File: src/rtl/wb_queue_pkg.sv
// Shared widths and entry type for the writeback queue and the register file.
package wb_queue_pkg;

    localparam int REG_W    = 4;   // register id width
    localparam int DATA_W   = 16;  // register data width
    localparam int WB_DEPTH = 4;   // default number of pending writebacks

    typedef logic [REG_W-1:0]  regId_t;
    typedef logic [DATA_W-1:0] regData_t;

    typedef struct packed {
        regId_t   regId;
        regData_t data;
    } wbEntry_t;

endpackage

File: src/rtl/wb_queue_if.sv
// Bus bundle between the producer, the register file and the writeback queue.
interface wb_queue_if import wb_queue_pkg::*; #(
    parameter int DEPTH = WB_DEPTH
) ();

    localparam int CW = $clog2(DEPTH) + 1;

    // producer side
    logic           in_valid;
    logic           in_ready;
    regId_t         in_reg;
    regData_t       in_data;

    // register-file write port
    logic           drain_en;
    logic           WriteReg;
    regId_t         DstReg;
    regData_t       DstData;

    // forwarding lookups
    regId_t         SrcReg1;
    regId_t         SrcReg2;
    logic           Fwd1Hit;
    logic           Fwd2Hit;
    regData_t       Fwd1Data;
    regData_t       Fwd2Data;

    // occupancy
    logic [CW-1:0]  count;
    logic           empty;
    logic           full;

    modport slave (
        input  in_valid, in_reg, in_data, drain_en, SrcReg1, SrcReg2,
        output in_ready, WriteReg, DstReg, DstData,
               Fwd1Hit, Fwd2Hit, Fwd1Data, Fwd2Data, count, empty, full
    );

    modport master (
        output in_valid, in_reg, in_data, drain_en, SrcReg1, SrcReg2,
        input  in_ready, WriteReg, DstReg, DstData,
               Fwd1Hit, Fwd2Hit, Fwd1Data, Fwd2Data, count, empty, full
    );

endinterface

File: src/rtl/wb_queue_match.sv
// Forwarding lookup: finds the newest valid queue entry whose register id
// matches lookupId. Entries are scanned oldest-to-newest starting at headPtr,
// so a later match overwrites an earlier one.
module wb_match import wb_queue_pkg::*; #(
    parameter  int DEPTH = WB_DEPTH,
    localparam int PW    = $clog2(DEPTH)
) (
    input  wbEntry_t [DEPTH-1:0] entries,
    input  logic     [DEPTH-1:0] entryVld,
    input  logic     [PW-1:0]    headPtr,
    input  regId_t               lookupId,
    output logic                 hit,
    output regData_t             hitData
);

    // age-ordered scan; the newest hit wins, data is zero on a miss
    always_comb begin
        logic [PW-1:0] idx;
        idx     = '0;
        hit     = 1'b0;
        hitData = '0;
        for (int k = 0; k < DEPTH; k++) begin
            idx = headPtr + PW'(k);
            if (entryVld[idx] && (entries[idx].regId == lookupId)) begin
                hit     = 1'b1;
                hitData = entries[idx].data;
            end
        end
    end

endmodule

File: src/rtl/wb_queue.sv
// Writeback queue: buffers results in arrival order ahead of the register
// file write port and forwards pending data to two readers.
module wb_queue import wb_queue_pkg::*; #(
    parameter  int DEPTH = WB_DEPTH,
    localparam int PW    = $clog2(DEPTH),
    localparam int CW    = $clog2(DEPTH) + 1
) (
    input  logic         clk,
    input  logic         rst,
    wb_queue_if.slave    bus
);

    wbEntry_t [DEPTH-1:0] entries;
    logic     [DEPTH-1:0] entryVld;
    logic     [PW-1:0]    headPtr;
    logic     [PW-1:0]    tailPtr;
    logic     [CW-1:0]    cnt;

    logic enq;
    logic deq;
    logic isEmpty;
    logic isFull;

    assign isEmpty = (cnt == '0);
    assign isFull  = (cnt == CW'(DEPTH));

    // a dequeue in the same cycle does not open a slot for the producer
    assign enq = bus.in_valid && !isFull;
    assign deq = bus.drain_en && !isEmpty;

    // pointers, valid flags and occupancy
    always_ff @(posedge clk) begin
        if (rst) begin
            headPtr  <= '0;
            tailPtr  <= '0;
            cnt      <= '0;
            entryVld <= '0;
        end else begin
            if (enq) begin
                entryVld[tailPtr] <= 1'b1;
                tailPtr           <= tailPtr + PW'(1);
            end
            if (deq) begin
                entryVld[headPtr] <= 1'b0;
                headPtr           <= headPtr + PW'(1);
            end
            case ({enq, deq})
                2'b10:   cnt <= cnt + CW'(1);
                2'b01:   cnt <= cnt - CW'(1);
                default: cnt <= cnt;
            endcase
        end
    end

    // entry payload; qualified by entryVld so it needs no reset
    always_ff @(posedge clk) begin
        if (!rst && enq) begin
            entries[tailPtr] <= '{regId: bus.in_reg, data: bus.in_data};
        end
    end

    // register-file write port presents the head entry, zeros when empty
    assign bus.WriteReg = deq;
    assign bus.DstReg   = isEmpty ? '0 : entries[headPtr].regId;
    assign bus.DstData  = isEmpty ? '0 : entries[headPtr].data;

    assign bus.in_ready = !isFull;
    assign bus.count    = cnt;
    assign bus.empty    = isEmpty;
    assign bus.full     = isFull;

    // two identical forwarding lookups
    regId_t   [1:0] srcId;
    logic     [1:0] fwdHit;
    regData_t [1:0] fwdData;

    assign srcId[0] = bus.SrcReg1;
    assign srcId[1] = bus.SrcReg2;

    for (genvar g = 0; g < 2; g++) begin : gLookup
        wb_match #(.DEPTH(DEPTH)) uMatch (
            .entries  (entries),
            .entryVld (entryVld),
            .headPtr  (headPtr),
            .lookupId (srcId[g]),
            .hit      (fwdHit[g]),
            .hitData  (fwdData[g])
        );
    end

    assign bus.Fwd1Hit  = fwdHit[0];
    assign bus.Fwd1Data = fwdData[0];
    assign bus.Fwd2Hit  = fwdHit[1];
    assign bus.Fwd2Data = fwdData[1];

endmodule
File: src/flat_wrapper.sv
// flat-port wrapper written by rule: the top's interface ports become plain ports
module wb_queue_flat import wb_queue_pkg::*;
#(
    parameter  int DEPTH = WB_DEPTH,
    localparam int PW    = $clog2(DEPTH),
    localparam int CW    = $clog2(DEPTH) + 1
)
  (clk, rst, bus_in_valid, bus_in_reg, bus_in_data, bus_drain_en, bus_SrcReg1, bus_SrcReg2, bus_in_ready, bus_WriteReg, bus_DstReg, bus_DstData, bus_Fwd1Hit, bus_Fwd2Hit, bus_Fwd1Data, bus_Fwd2Data, bus_count, bus_empty, bus_full);
  wb_queue_if #(.DEPTH(DEPTH)) bus_i ();
  input  logic clk;
  input  logic rst;
  input wire logic [$bits(bus_i.in_valid)-1:0] bus_in_valid;
  input wire logic [$bits(bus_i.in_reg)-1:0] bus_in_reg;
  input wire logic [$bits(bus_i.in_data)-1:0] bus_in_data;
  input wire logic [$bits(bus_i.drain_en)-1:0] bus_drain_en;
  input wire logic [$bits(bus_i.SrcReg1)-1:0] bus_SrcReg1;
  input wire logic [$bits(bus_i.SrcReg2)-1:0] bus_SrcReg2;
  output wire logic [$bits(bus_i.in_ready)-1:0] bus_in_ready;
  output wire logic [$bits(bus_i.WriteReg)-1:0] bus_WriteReg;
  output wire logic [$bits(bus_i.DstReg)-1:0] bus_DstReg;
  output wire logic [$bits(bus_i.DstData)-1:0] bus_DstData;
  output wire logic [$bits(bus_i.Fwd1Hit)-1:0] bus_Fwd1Hit;
  output wire logic [$bits(bus_i.Fwd2Hit)-1:0] bus_Fwd2Hit;
  output wire logic [$bits(bus_i.Fwd1Data)-1:0] bus_Fwd1Data;
  output wire logic [$bits(bus_i.Fwd2Data)-1:0] bus_Fwd2Data;
  output wire logic [$bits(bus_i.count)-1:0] bus_count;
  output wire logic [$bits(bus_i.empty)-1:0] bus_empty;
  output wire logic [$bits(bus_i.full)-1:0] bus_full;
  assign bus_i.in_valid = bus_in_valid;
  assign bus_i.in_reg = bus_in_reg;
  assign bus_i.in_data = bus_in_data;
  assign bus_i.drain_en = bus_drain_en;
  assign bus_i.SrcReg1 = bus_SrcReg1;
  assign bus_i.SrcReg2 = bus_SrcReg2;
  assign bus_in_ready = bus_i.in_ready;
  assign bus_WriteReg = bus_i.WriteReg;
  assign bus_DstReg = bus_i.DstReg;
  assign bus_DstData = bus_i.DstData;
  assign bus_Fwd1Hit = bus_i.Fwd1Hit;
  assign bus_Fwd2Hit = bus_i.Fwd2Hit;
  assign bus_Fwd1Data = bus_i.Fwd1Data;
  assign bus_Fwd2Data = bus_i.Fwd2Data;
  assign bus_count = bus_i.count;
  assign bus_empty = bus_i.empty;
  assign bus_full = bus_i.full;
  wb_queue #(.DEPTH(DEPTH)) u_core (.clk(clk), .rst(rst), .bus(bus_i));
endmodule
File: config.mk
export PLATFORM = sky130hd
export DESIGN_NAME = wb_queue_flat
export DESIGN_NICKNAME = d
export VERILOG_FILES = /design/src/rtl/wb_queue_pkg.sv /design/src/rtl/wb_queue_if.sv /design/src/rtl/wb_queue_match.sv /design/src/rtl/wb_queue.sv /design/src/flat_wrapper.sv
export SDC_FILE = /design/constraint.sdc
export NUM_CORES = 1
export LEC_CHECK = 0
export ABC_AREA = 1
export ABC_CLOCK_PERIOD_IN_PS = 3700
export CAP_MARGIN = 0
export CORE_ASPECT_RATIO = 0.7
export CORE_MARGIN = 1
export CORE_UTILIZATION = 57
export DETAILED_ROUTE_END_ITERATION = 8
export PLACE_DENSITY = 0.91
export SETUP_SLACK_MARGIN = 0.2
export SKIP_LAST_GASP = 1
export SYNTH_ARGS = -nofsm -noshare
export SYNTH_HDL_FRONTEND = slang
export SYNTH_SLANG_ARGS = --single-unit
File: constraint.sdc
create_clock -name clk -period 3.7 [get_ports clk]
set_input_delay 0.37 -clock clk [delete_from_list [all_inputs] [get_ports clk]]
set_output_delay 0.37 -clock clk [all_outputs]
set_load 0.03 [all_outputs]
==> qor.txt <==
status = finished, final reports clean
FMAX = 0.294 GHz
Crit Path Class = reg2out
Final Cycle Share = 91.8%
Avg Cell Area, Syn = 7.18 um2
synth cell count leaders = nand2_1 (334), nor2_1 (140), nand3_1 (81), edfxtp_1 (80), inv_1 (73)
DRC violations left = 0
reg-to-reg slack, setup = 1110 ps
clk sinks = 91
fin util = 69.5%
number of synthesized flops with an enable pin = 80
Post-Route WL = 20.9 mm
Congestion Overflow GR = 0
syn_nets = 1016
wire length per cell = 17.4 um
total CTS buffers = 9
detailed placement HPWL = 14.7 mm
WP data arrival = 3030 ps
synthesized cell area = 0.00699 mm2
Core ar. = 0.0118 mm2
Slew headroom = 52.1%
CP required = 3330 ps
final hold violation count = 0
site row count = 33
Die Y-Extent = 94.7 um
Initial Util = 59.2%
worst-margin pin slew = 715 ps
CTS tree = built
Bufs on Longest Clock Path = 2
Leak = 3.80 nW
Pre-Repair DR Iteration Count = 6
sequential share of the synthesized area = 37.5%
Setup Total Neg Slack = 0 ps
HP Class = reg2reg
I/O Buffers = 92
pwr dens = 740 mW/mm2
I/O pin count = 93
via/cell ratio = 5.85
ys flop type = edfxtp_1
reg2reg path depth = 10
Cells after Synth = 974
Clock Latency Late Sink = 340 ps
first-pass GRT wire length = 31.3 mm
Finish-stage setup viols = 0
number of nets in the layout = 1085
Syn. warnings = 0
share of cells above drive strength 1 = 10.1%
1st-iter DRT viols = 1191
top cells by area in the synthesized netlist = edfxtp_1 (34%), nand2_1 (18%), mux2i_1 (8.9%), nor2_1 (7.5%), nand3_1 (5.8%)
RSZ-0062 raised after global routing = true
Multi-input gate area = 0.00382 mm2
hold depth = 2
HP Start = u_core.tailPtr[0]
#FFs+latches synth = 91
register area = 0.00263 mm2
initial antenna violation count = 0
Routed Antenna Nets = 0
Post-synth ARST share = 0%
Max-Cap Viols = 0
r2r startpoint = u_core.bus.count[0]
Tmin final = 3400 ps
full die area = 0.0127 mm2
crit-path max FO = 19
Root Buffer = clkbuf_16
Area Growth Syn to Fin = 17.4%
postcts setup bufs = 0
n_diodes = 0
fillers = 914
worst r2r dst = u_core.bus.count[2]
Setup Skew = 8.71 ps
H-tree depth = 3
Die W = 134 um
Hold Path End = u_core.tailPtr[0]
clk slew on worst S/H paths = 70 ps
most frequent cell after synthesis = nand2_1
nature of the critical path startpoint = flip-flop
hold_buf cts = 0
Netlist cell types = 34
GRT Total Usage = 32.5%
Yosys top cell area share = 34.4%
leading area contributor after synthesis = edfxtp_1
Crit. End Element = output port
RD Place Congestion = 0.958
pin count of the biggest net entering global routing = 66
peak supply drop = 0.537 mV
vias in the first global route = 5940
Pins Over Slew Limit = 0
via count = 7047
==> worst max-delay path: stages (launching register included) <==
cell	delay, ps
dfxtp_4	350
inv_2	240
ha_1	320
inv_2	230
nand3_1	120
nand2_1	170
nor2_1	70
nor2_2	300
nand3_4	290
nor2_1	170
nor2_1	60
nand2_1	80
nand2_1	70
nand2_1	60
buf_4	150
==> worst max path at each step <==
stage,startpoint,to,slack [ps],depth (start not counted)
final,u_core.headPtr[0],bus_Fwd2Data[12],300,14
after global routing,u_core.headPtr[0],bus_Fwd1Data[7],130,14
after CTS,u_core.headPtr[0],bus_Fwd1Data[4],230,14
after detailed placement,u_core.headPtr[0],bus_DstData[5],430,7
after global placement,u_core.headPtr[0],bus_DstData[14],570,7
after floorplan,u_core.bus.count[2],u_core.bus.count[2],660,11
==> report_power, final <==
part / total [mW] / internal (mW) / leakage [nW] / switching [mW]
Combinational: 3.91 / 1.20 / 2.83 / 2.72
Sequential: 1.25 / 1.20 / 0.817 / 0.0550
Clock: 0.907 / 0.481 / 0.150 / 0.426
==> per-stage QoR <==
| stage | cells | worst slack [ps] | hold slack, ps | total power [mW] | instance area, um2 |
|---|---|---|---|---|---|
| global placement | 1187 | 570 | 492 | 4.84 | 7820 |
| finish | 1205 | 304 | 527 | 6.07 | 8210 |
| detailed placement | 1187 | 432 | 507 | 4.92 | 7820 |
| floorplan | 974 | 657 | 448 | 3.87 | 6990 |
| CTS | 1203 | 234 | 515 | 5.84 | 8130 |
| global route | 1205 | 130 | 551 | 6.38 | 8210 |
==> flip-flops by register name (all words and copies together), names as in the netlist <==
register,flops
u_core.bus.count,3
u_core.entries,80
u_core.headPtr,2
u_core.tailPtr,2
u_core.entryVld,4
==> cells in the final DEF, fill, tap and decap left out, types with 2 or more instances in the layout <==
cell type and n:
buf_4 44, nand2_2 6, ha_1 9, nand3_2 9
inv_2 4, nor2_2 6, nor2_4 3, buf_6 3
nand2_1 334, nand3b_4 2, mux2i_1 62, clkbuf_16 9
edfxtp_1 80, inv_1 73, o21ai_0 70, clkinv_8 2
a221oi_1 2, a211oi_1 5, dfxtp_1 10, a21oi_1 7
inv_8 2, clkinv_4 2, nand3_1 81, xor2_1 4
clkdlybuf4s50_1 58, nand3_4 4, nor2_1 136, o21ai_1 7
==> logic make-up after synthesis <==
kind of cell               count (synthesis)  share of synthesized area, %
buffers and inverters                    129                          8.86
xor gates and xnor gates                   4                         0.501
AOI/OAI and AO/OA                         94                          7.14
DFF                                       91                          37.5
and+or+nand+nor                          584                          35.2
adders and majority gates                 10                          1.90
muxes                                     62                          8.88
==> repair_timing <==
action                                  in CTS  in global routing
cloned                                       0                  2
gates resized for setup                      1                 15
pin swaps                                    0                  2
endpoints found under the setup margin      16                 45
==> area by class of cell <==
class / count / area share [%]
Sequential cell: 91 / 32.0
Tap cell: 157 / 2.39
Clock inverter: 7 / 0.991
Timing Repair Buffer: 106 / 11.7
Clock buffer: 9 / 2.74
Inverter: 79 / 3.66
Multi-Input combinational cell: 756 / 46.5
==> metal layers <==
| metal | up-vias | global-route usage [%] | part of all wire [%] |
|---|---|---|---|
| met4 | 0 | 8.15 | 2.3 |
| met5 | - | 0 | 0 |
| met1 | 3131 | 48.6 | 42 |
| met3 | 48 | 10.3 | 16 |
| met2 | 556 | 44.8 | 39 |
| li1 | 3312 | - | - |
(Power assumes the default switching activity.)
